### src/rtl/vecram_arbiter_if.sv
// Request/response bundle for the vector RAM arbiter: loader, CPU and AVG ports plus the RAM bus.
// slave = arbiter side; master = requesters together with the RAM.
interface vecram_arbiter_if #(
   parameter int ADDR_W = 13
);
   logic              dl_wr;
   logic [ADDR_W-1:0] dl_addr;
   logic [7:0]        dl_data;

   logic              cpu_req;
   logic              cpu_we;
   logic [ADDR_W-1:0] cpu_addr;
   logic [7:0]        cpu_din;
   logic [7:0]        cpu_dout;
   logic              cpu_ack;

   logic              avg_req;
   logic [ADDR_W-2:0] avg_addr;
   logic [15:0]       avg_inst;
   logic              avg_valid;

   logic [ADDR_W-1:0] ram_addr;
   logic              ram_we;
   logic [7:0]        ram_din;
   logic [7:0]        ram_dout;

   modport slave (
      input  dl_wr, dl_addr, dl_data,
      input  cpu_req, cpu_we, cpu_addr, cpu_din,
      output cpu_dout, cpu_ack,
      input  avg_req, avg_addr,
      output avg_inst, avg_valid,
      output ram_addr, ram_we, ram_din,
      input  ram_dout
   );

   modport master (
      output dl_wr, dl_addr, dl_data,
      output cpu_req, cpu_we, cpu_addr, cpu_din,
      input  cpu_dout, cpu_ack,
      output avg_req, avg_addr,
      input  avg_inst, avg_valid,
      input  ram_addr, ram_we, ram_din,
      output ram_dout
   );
endinterface

### src/rtl/vecram_arbiter.sv
// Single-port vector RAM arbiter: loader > CPU > AVG, AVG promoted after STARVE_LIMIT waiting cycles.
// CPU ack 2 cycles after grant, AVG valid 3 after grant; each loader write on an issue cycle stalls 1 cycle.
module vecram_arbiter #(
   parameter int ADDR_W       = 13,
   parameter int STARVE_LIMIT = 16
) (
   input logic           clk,
   input logic           rst,
   vecram_arbiter_if.slave bus
);

   typedef enum logic [2:0] {
      IDLE,
      CPU_WAIT,
      CPU_ACK,
      AVG_ODD,
      AVG_WAIT,
      AVG_ACK
   } state_t;

   localparam logic [7:0] LIMIT = 8'(STARVE_LIMIT);

   state_t            state, state_nxt;
   logic [7:0]        starve;
   logic              hi_pending;
   logic [ADDR_W-2:0] avg_lat;
   logic              cpu_we_q;
   logic [ADDR_W-1:0] addr_q;
   logic [7:0]        cpu_dout_q;
   logic [15:0]       avg_inst_q;

   logic              grant_cpu, grant_avg;
   logic              issue, issue_we;
   logic [ADDR_W-1:0] issue_addr;
   logic [7:0]        issue_din;
   logic              avg_busy;
   logic [ADDR_W-1:0] ram_addr_c;

   // A loader write suppresses every issue; the FSM then simply holds its state.
   always_comb begin
      state_nxt  = state;
      grant_cpu  = 1'b0;
      grant_avg  = 1'b0;
      issue      = 1'b0;
      issue_we   = 1'b0;
      issue_addr = addr_q;
      issue_din  = 8'h00;
      case (state)
         IDLE: begin
            if (!bus.dl_wr) begin
               if (bus.cpu_req && (!bus.avg_req || starve < LIMIT)) begin
                  grant_cpu  = 1'b1;
                  issue      = 1'b1;
                  issue_we   = bus.cpu_we;
                  issue_addr = bus.cpu_addr;
                  issue_din  = bus.cpu_din;
                  state_nxt  = CPU_WAIT;
               end else if (bus.avg_req) begin
                  grant_avg  = 1'b1;
                  issue      = 1'b1;
                  issue_addr = {bus.avg_addr, 1'b0};
                  state_nxt  = AVG_ODD;
               end
            end
         end
         CPU_WAIT: state_nxt = CPU_ACK;
         CPU_ACK:  state_nxt = IDLE;
         AVG_ODD: begin
            if (!bus.dl_wr) begin
               issue      = 1'b1;
               issue_addr = {avg_lat, 1'b1};
               state_nxt  = AVG_WAIT;
            end
         end
         AVG_WAIT: state_nxt = AVG_ACK;
         AVG_ACK:  state_nxt = IDLE;
         default:  state_nxt = IDLE;
      endcase
   end

   assign avg_busy   = (state == AVG_ODD) || (state == AVG_WAIT) || (state == AVG_ACK);
   assign ram_addr_c = bus.dl_wr ? bus.dl_addr : issue_addr;

   assign bus.ram_addr  = ram_addr_c;
   assign bus.ram_we    = bus.dl_wr | (issue & issue_we);
   assign bus.ram_din   = bus.dl_wr ? bus.dl_data : issue_din;
   assign bus.cpu_dout  = cpu_dout_q;
   assign bus.cpu_ack   = (state == CPU_ACK);
   assign bus.avg_inst  = avg_inst_q;
   assign bus.avg_valid = (state == AVG_ACK);

   always_ff @(posedge clk or posedge rst) begin
      if (rst) begin
         state      <= IDLE;
         starve     <= 8'h00;
         hi_pending <= 1'b0;
         avg_lat    <= '0;
         cpu_we_q   <= 1'b0;
         addr_q     <= '0;
         cpu_dout_q <= 8'h00;
         avg_inst_q <= 16'h0000;
      end else begin
         state  <= state_nxt;
         addr_q <= ram_addr_c;
         if (grant_cpu)
            cpu_we_q <= bus.cpu_we;
         if (grant_avg) begin
            avg_lat    <= bus.avg_addr;
            hi_pending <= 1'b1;
         end
         if (state == CPU_WAIT && !cpu_we_q)
            cpu_dout_q <= bus.ram_dout;
         // Even byte lands here even if a loader write stalls the odd issue.
         if (state == AVG_ODD && hi_pending) begin
            avg_inst_q[15:8] <= bus.ram_dout;
            hi_pending       <= 1'b0;
         end
         if (state == AVG_WAIT)
            avg_inst_q[7:0] <= bus.ram_dout;
         // Only cycles spent waiting for a grant count as starvation.
         if (grant_avg || !bus.avg_req)
            starve <= 8'h00;
         else if (!avg_busy && starve < LIMIT)
            starve <= starve + 8'h01;
      end
   end

endmodule

### src/flat_wrapper.sv
// flat-port wrapper written by rule: the top's interface ports become plain ports
module vecram_arbiter_flat 
#(
   parameter int ADDR_W       = 13,
   parameter int STARVE_LIMIT = 16
)
  (clk, rst, bus_dl_wr, bus_dl_addr, bus_dl_data, bus_cpu_req, bus_cpu_we, bus_cpu_addr, bus_cpu_din, bus_cpu_dout, bus_cpu_ack, bus_avg_req, bus_avg_addr, bus_avg_inst, bus_avg_valid, bus_ram_addr, bus_ram_we, bus_ram_din, bus_ram_dout);
  vecram_arbiter_if #(.ADDR_W(ADDR_W)) bus_i ();
  input logic clk;
  input logic rst;
  input wire logic [$bits(bus_i.dl_wr)-1:0] bus_dl_wr;
  input wire logic [$bits(bus_i.dl_addr)-1:0] bus_dl_addr;
  input wire logic [$bits(bus_i.dl_data)-1:0] bus_dl_data;
  input wire logic [$bits(bus_i.cpu_req)-1:0] bus_cpu_req;
  input wire logic [$bits(bus_i.cpu_we)-1:0] bus_cpu_we;
  input wire logic [$bits(bus_i.cpu_addr)-1:0] bus_cpu_addr;
  input wire logic [$bits(bus_i.cpu_din)-1:0] bus_cpu_din;
  output wire logic [$bits(bus_i.cpu_dout)-1:0] bus_cpu_dout;
  output wire logic [$bits(bus_i.cpu_ack)-1:0] bus_cpu_ack;
  input wire logic [$bits(bus_i.avg_req)-1:0] bus_avg_req;
  input wire logic [$bits(bus_i.avg_addr)-1:0] bus_avg_addr;
  output wire logic [$bits(bus_i.avg_inst)-1:0] bus_avg_inst;
  output wire logic [$bits(bus_i.avg_valid)-1:0] bus_avg_valid;
  output wire logic [$bits(bus_i.ram_addr)-1:0] bus_ram_addr;
  output wire logic [$bits(bus_i.ram_we)-1:0] bus_ram_we;
  output wire logic [$bits(bus_i.ram_din)-1:0] bus_ram_din;
  input wire logic [$bits(bus_i.ram_dout)-1:0] bus_ram_dout;
  assign bus_i.dl_wr = bus_dl_wr;
  assign bus_i.dl_addr = bus_dl_addr;
  assign bus_i.dl_data = bus_dl_data;
  assign bus_i.cpu_req = bus_cpu_req;
  assign bus_i.cpu_we = bus_cpu_we;
  assign bus_i.cpu_addr = bus_cpu_addr;
  assign bus_i.cpu_din = bus_cpu_din;
  assign bus_cpu_dout = bus_i.cpu_dout;
  assign bus_cpu_ack = bus_i.cpu_ack;
  assign bus_i.avg_req = bus_avg_req;
  assign bus_i.avg_addr = bus_avg_addr;
  assign bus_avg_inst = bus_i.avg_inst;
  assign bus_avg_valid = bus_i.avg_valid;
  assign bus_ram_addr = bus_i.ram_addr;
  assign bus_ram_we = bus_i.ram_we;
  assign bus_ram_din = bus_i.ram_din;
  assign bus_i.ram_dout = bus_ram_dout;
  vecram_arbiter #(.ADDR_W(ADDR_W), .STARVE_LIMIT(STARVE_LIMIT)) u_core (.clk(clk), .rst(rst), .bus(bus_i));
endmodule
### config.mk
export PLATFORM = sky130hd
export DESIGN_NAME = vecram_arbiter_flat
export DESIGN_NICKNAME = d
export VERILOG_FILES = /design/src/rtl/vecram_arbiter_if.sv /design/src/rtl/vecram_arbiter.sv /design/src/flat_wrapper.sv
export SDC_FILE = /design/constraint.sdc
export NUM_CORES = 1
export LEC_CHECK = 0
export CAP_MARGIN = 40
export CORE_UTILIZATION = 40
export DETAILED_ROUTE_END_ITERATION = 10
export PLACE_DENSITY = 0.83
export RECOVER_POWER = 100
export SLEW_MARGIN = 20
export SYNTH_ARGS = -nofsm -noshare
export SYNTH_HDL_FRONTEND = slang
export SYNTH_SLANG_ARGS = --single-unit
### constraint.sdc
create_clock -name clk -period 2.14 [get_ports clk]
set_input_delay 0.428 -clock clk [delete_from_list [all_inputs] [get_ports clk]]
set_output_delay 0.428 -clock clk [all_outputs]
set_load 0.01 [all_outputs]
==> results of run 1 <==
## state kept, by name, summed over array words and instances (netlist names)
signal	flops
u_core.bus.avg_inst	16
u_core.cpu_we_q	1
u_core.avg_lat	12
u_core.starve	8
u_core.addr_q	13
u_core.bus.cpu_dout	8
u_core.state	3
u_core.hi_pending	1
## cells in the mapped netlist, types with 2 or more instances
library cell  instances
dfrtp_1              62
mux2_2               28
a21oi_1              27
inv_1                19
clkbuf_1             15
mux2i_1              14
o21ai_0              14
nor2_1               13
a2bb2oi_1            12
o221ai_1             12
o311a_1              12
mux2_4                9
a22o_1                8
nand2_1               5
buf_2                 3
nand3_1               3
and3_1                2
buf_6                 2
nor4_1                2
or3_1                 2
xor2_1                2
## worst paths after layout
path	to	slack, ns	depth (start not counted)
setup / recovery	bus_ram_addr[9]	-0.44	6
hold / removal	u_core.hi_pending	0.48	1
setup reg to reg	u_core.cpu_we_q	0.01	7
hold reg to reg	u_core.hi_pending	0.48	1
max in group asynchronous	u_core.addr_q[1]	0.41	3
min in group asynchronous	u_core.bus.avg_inst[3]	0.62	2
## worst reg2reg max path, stage by stage (launching register included)
cell and delay, ns:
dfrtp_1 0.39, or4_4 0.58, a21oi_4 0.19, and3_1 0.24
buf_6 0.12, buf_4 0.09, buf_4 0.10, mux2_4 0.30
## cells by family after synthesis
kind of cell,synth area share [%]
flops,47.9
buf+inv,5.90
fa+ha+maj,0.386
simple gates,6.41
xor+xnor,0.540
compound gates,20.7
mux,18.2
## power by group
part / total, mW / internal [mW] / switching [mW]
clock: 0.978 / 0.442 / 0.535
combinational: 2.92 / 1.57 / 1.34
sequential: 1.96 / 1.68 / 0.289
## metrics by stage
step | setup WS [ns] | instance area (um2) | setup TNS (ns)
after floorplan | 0.0396 | 3240 | 0
after global placement | -0.574 | 4800 | -12.94
after detailed placement | -0.639 | 4800 | -14.10
after CTS | -0.405 | 5070 | -7.50
after global routing | -0.512 | 5010 | -10.06
final | -0.440 | 5010 | -8.01
## routing by layer
layer  global-route usage [%]  part of all wire [%]  vias up
met5                        0                     0        -
met4                     7.94                   1.3        0
met3                     6.30                   5.8       17
met2                     43.3                    53      117
met1                     27.9                    40     1501
li1                         -                     -     1398
## what timing repair did
action	4_1_cts	5_1_grt
endpoints found under the setup margin	24	32
gates cloned	1	0
setup buffers	8	2
pin swaps	3	1
resized for setup	114	6
## layout make-up
class,count,area [um2],area share (%)
clock buffers,9,124,2.47
multi-input cells,186,1600,31.9
inverters,20,75.1,1.50
repair buffers,168,1480,29.5
flip-flops and latches,62,1550,30.9
well taps,102,128,2.54
clock inverters,7,60.1,1.20
==> metrics.md, run 1 <==
| Metric | Value |
|---|---|
| Final Util | `64.6%` |
| Most frequent cells in the layout | `clkdlybuf4s50_1, dfrtp_1, buf_4` |
| Failing checks | `negative setup slack` |
| Critical path's largest stage delay | `0.58 ns` |
| Cell variety after synth | `44` |
| Routability cong. | `0.798` |
| Final worst slack | `-0.440 ns` |
| Htree depth | `3` |
| Synth top area cells | `dfrtp_1, mux2_2, mux2i_1` |
| EDFF count, synth | `0` |
| Number of global-route vias before repair | `3270` |
| Worst-path clk slew | `0.08 ns` |
| DR pass1 iterations | `4` |
| GRT overflow | `0` |
| Hold Path Class | `reg2reg` |
| Yosys reg bits | `62` |
| Critical-path top delay cell | `or4_4` |
| Die Span Y | `92.0 um` |
| Vias | `3033` |
| First-pass GRT wire length | `16.0 mm` |
| Ys Warns | `0` |
| Total routed wirelength | `9.78 mm` |
| Final hold vios | `0` |
| Capturing element type of the critical path | `primary output` |
| Antenna violations before repair | `0` |
| Post-route ant nets | `0` |
| Die X | `92.0 um` |
| Reg2Reg Launch Point | `u_core.starve[4]` |
| Core region area | `7770 um2` |
| Max Cap Viol | `0` |
| Die area | `8470 um2` |
| DP HPWL | `6.76 mm` |
| Cell count after synthesis | `289` |
| Worst Path Required | `1.71 ns` |
| Syn nets | `358` |
| Crit share post-route | `121%` |
| Critical Setup Path Class | `reg2out` |
| Delay-heaviest family, CP | `simple AND/OR/NAND/NOR gates` |
| Worst VDD drop | `722 uV` |
| Detailed-route DRC error count | `0` |
| Setup crit start | `u_core.starve[4]` |
| Filler Cell Count | `625` |
| Area grow syn2layout | `54.7%` |
| Total power | `5.86 mW` |
| Crit path buffers/inverters | `2` |
| Final setup vio count | `23` |
| Netlist Area Pre-Place | `3240 um2` |
| CTS tree | `yes` |
| Iteration-0 DRC Markers | `134` |
| Crit path launch type | `flip-flop` |
| Status | `finished, violations left` |
| Placed insts | `529` |
| Worst slew margin | `54.9%` |
| Clock skew | `0.00652 ns` |
| Final Non-Filler Cells | `554` |
| Crit Path Max Fanout | `13` |
| Hold WS | `0.477 ns` |
| Peak Freq | `388 MHz` |
| CTS sink cnt | `62` |
| Io pins | `116` |
| Pin count of the biggest net entering global routing | `28` |
| Nets | `516` |
| Max Slew Vio Count | `0` |
| Starting Density | `41.7%` |
| Clk Latency, worst-skew pair | `0.34 ns` |
| CP Data Arrival Time | `2.15 ns` |
| Hold Path Origin | `u_core.hi_pending` |
| Vias per cell | `5.47` |
| ANT cells | `0` |
| Syn avg cell area | `11.2 um2` |
| Commonest non-fill, non-tap cell in the layout | `clkdlybuf4s50_1` |
| PwrDens | `1170 nW/um2` |
| FP Rows | `32` |
| Share of cells above drive strength 1 | `31.2%` |
| Area leader, netlist | `dfrtp_1` |
| Top_reg_cell synth | `dfrtp_1` |
| Crit-path cells | `or4_4, o21ai_4, buf_12, o221ai_1, a2bb2oi_2, buf_2` |
| Global-route usage over all layers | `24.2%` |
| Yosys top cell area share | `47.9%` |
| LEAKAGE | `2.25 nW` |
| Sequential-to-total area share from yosys stat | `47.9%` |
| Fin crit period | `2.58 ns` |
| Async S/R FF share, synth | `100%` |
| IO Port Bufs | `115` |
| Max Buffers Root-to-Sink | `2` |
| Worst slew pin tran | `0.676 ns` |
| DR WL/cell | `17.6 um` |
| Root Driver | `clkbuf_8` |
| CTS buffer count | `9` |
| RSZ-0062 raised after global routing | `yes` |
| Hold_buf cts | `0` |
(Power assumes the default switching activity.)
==> run 2, diff against run 1 <==
Settings changed: PLACE_DENSITY 0.83 to 0.73.
==> run 2 against run 1 <==
The run still ends with negative setup slack left. Die area unchanged. Final cell count grew 4.0%. Global-route usage increased by 0.25 points. Combinational power increased by 9.6%. Sequential cell count unchanged. Worst setup slack got worse by 0.019 ns. Core utilization is 4.7 points higher. Design area rose by 7.3%. Clock skew is 0.0040 ns higher. Non-clock buffer count is 23 higher. Routed wire length increased by 2.8%. Clock power shrank 6.7%.
==> metrics.md, run 2 (same netlist as run 1, synthesis figures left out) <==
| Metric | Value |
|---|---|
| Combinational share of power | `52.6% (+2.8 points)` |
| Global-route usage over all layers | `24.4% (+0.25 points)` |
| Root Driver | `clkbuf_8` |
| Highest Signal Layer | `met4` |
| Worst Path Required | `1.71 ns (about the same)` |
| Core region area | `7770 um2 (unchanged)` |
| Share of cells above drive strength 1 | `38.0% (+6.8 points)` |
| Most frequent cells in the layout | `clkdlybuf4s50_1, dfrtp_1, buf_4` |
| Post-route met1 wirelength | `4.06 mm (+5.0%)` |
| RSZ-0062 raised after global routing | `yes` |
| Crit Path Max Fanout | `8 (-5)` |
| Largest register FFs | `16 (unchanged)` |
| CTS buffer count | `9 (unchanged)` |
| Sw frac | `36.1% (-0.89 points)` |
| Htree depth | `3 (unchanged)` |
| Psw | `2.20 mW (+1.3%)` |
| Antenna violations before repair | `0 (unchanged)` |
| Setup TNS Final | `-11.30 ns (-3.29 ns)` |
| DR pass1 iterations | `4 (unchanged)` |
| Placed Area | `4890 um2 (+1.8%)` |
| Final worst slack | `-0.459 ns (-0.0188 ns)` |
| Hold_buf cts | `0 (unchanged)` |
| DR WL/cell | `17.4 um (-1.1%)` |
| Critical Setup Path Class | `reg2out` |
| Crit share post-route | `121% (+0.88 points)` |
| IO Port Bufs | `115 (unchanged)` |
| Final setup vio count | `36 (+57%)` |
| Io pins | `116 (unchanged)` |
| Die Span Y | `92.0 um (unchanged)` |
| Worst-path clk slew | `0.07 ns (about the same)` |
| Post-route ant nets | `0 (unchanged)` |
| DP Worst Slack | `-0.629 ns (+0.00952 ns)` |
| DP HPWL | `6.45 mm (-4.6%)` |
| GRT overflow | `0 (unchanged)` |
| CP Data Arrival Time | `2.17 ns (+0.02 ns)` |
| Die X | `92.0 um (unchanged)` |
| Area grow syn2layout | `66.0%` |
| Internal | `3.89 mW (+5.3%)` |
| Max Buffers Root-to-Sink | `2 (unchanged)` |
| Total power | `6.09 mW (+3.8%)` |
| Status | `finished, violations left` |
| Design area | `5380 um2 (+7.3%)` |
| First-pass GRT wire length | `16.1 mm (+0.52%)` |
| Clk Latency, worst-skew pair | `0.34 ns (about the same)` |
| Worst VDD drop | `763 uV (+5.8%)` |
| Clock skew | `0.0105 ns (+0.00401 ns)` |
| CTS sink cnt | `62 (unchanged)` |
| Worst slew pin tran | `1.38 ns (+0.705 ns)` |
| Nets | `538 (+4.3%)` |
| Starting Density | `41.7% (unchanged)` |
| FF-to-FF setup slack | `-0.20 ns (-0.21 ns)` |
| Routability cong. | `0.788 (-1.2%)` |
| Crit path launch type | `flip-flop` |
| CTS tree | `yes` |
| FP Rows | `32 (unchanged)` |
| Final hold vios | `0 (unchanged)` |
| ANT cells | `0 (unchanged)` |
| Commonest non-fill, non-tap cell in the layout | `clkdlybuf4s50_1` |
| Number of global-route vias before repair | `3281 (+0.34%)` |
| Total routed wirelength | `10.1 mm (+2.8%)` |
| Capturing element type of the critical path | `primary output` |
| Fin crit period | `2.60 ns (+0.0188 ns)` |
| WL met2 | `5.11 mm (-1.8%)` |
| Max Cap Viol | `0 (unchanged)` |
| Iteration-0 DRC Markers | `138 (+3.0%)` |
| Max Slew Vio Count | `0 (unchanged)` |
| Vias per cell | `5.31 (-3.0%)` |
| Die area | `8470 um2 (unchanged)` |
| Pin count of the biggest net entering global routing | `63 (+130%)` |
| Worst slew margin | `7.91% (-47 points)` |
| Met3 Wirelength | `587 um (+3.2%)` |
| Peak Freq | `385 MHz (-0.73%)` |
| Hold Path Class | `reg2reg` |
| Failing checks | `negative setup slack` |
| Detailed-route DRC error count | `0 (unchanged)` |
| Sequential share of power | `32.4% (-1.1 points)` |
| LEAKAGE | `2.39 nW (+6.5%)` |
| Vias | `3059 (+0.86%)` |
| Clock power share | `15.0% (-1.7 points)` |
| PwrDens | `1130 nW/um2 (-3.2%)` |
run 2: changes by cell type in the layout (fill, tap and decap cells not counted), sizes merged:
cell and change:
and3 -1, clkbuf -2, clkdlybuf4s15 +7, dlygate4sd3 +1
clkdlybuf4s50 -1, buf +17, clkinv +4, dlygate4sd2 +1
inv -4
run 2: area by class of cell:
class                      instances  area [um2]
multi-input combinational        185        1690
timing repair buffer             191        1760
tap                              102         128
clock inverter                     7        48.8
inverter                          20        75.1
fill                             587        2390
sequential                        62        1550
clock buffer                       9         124
run 2: path summary, 6_finish.rpt:
kind | startpoint | to | cells past startpoint
worst max-delay path | u_core.starve[7] | bus_ram_addr[8] | 7
worst min-delay path | u_core.hi_pending | u_core.hi_pending | 1
worst max register to register | u_core.starve[7] | u_core.avg_lat[4] | 9
worst min register to register | u_core.hi_pending | u_core.hi_pending | 1
max in group asynchronous | rst | u_core.bus.avg_inst[8] | 3
min in group asynchronous | rst | u_core.avg_lat[5] | 3
run 2: metrics by stage:
stage	util (%)	cells	hold WS [ns]
after floorplan	-	289	0.451
after global placement	63.0	537	0.461
after detailed placement	63.0	537	0.472
after CTS	68.5	568	0.464
after global routing	69.3	576	0.528
final	69.3	576	0.477
run 2: power by group through the flow:
stage / registers (mW) / logic, mW / clock network, mW
2_1_floorplan: 2.04 / 1.51 / 0
3_3_place_gp: 1.96 / 3.00 / 0
3_5_place_dp: 1.99 / 3.05 / 0
4_1_cts: 1.98 / 3.22 / 0.935
5_1_grt: 2.03 / 3.45 / 0.986
6_report: 1.97 / 3.20 / 0.912
run 2: critical path, cell delays in order (launching register included):
cell and delay [ns]:
dfrtp_1 0.38, or4_4 0.57, o21ai_4 0.18, buf_12 0.15
buf_12 0.13, o221ai_4 0.10, a2bb2oi_2 0.17, buf_2 0.15
run 2: what timing repair did:
action                     4_1_cts  5_1_grt
setup endpoints to repair       24       34
gates resized for setup        115        7
buffers inserted                16        7
hold endpoints to repair         0        0
pin swaps                       24       14
gates cloned                     0        1
run 2: metal layers:
| layer | track usage [%] | up-vias |
|---|---|---|
| met5 | 0 | - |
| met4 | 9.24 | 0 |
| met3 | 5.72 | 24 |
| met2 | 42.2 | 109 |
| met1 | 29.5 | 1493 |
| li1 | - | 1433 |
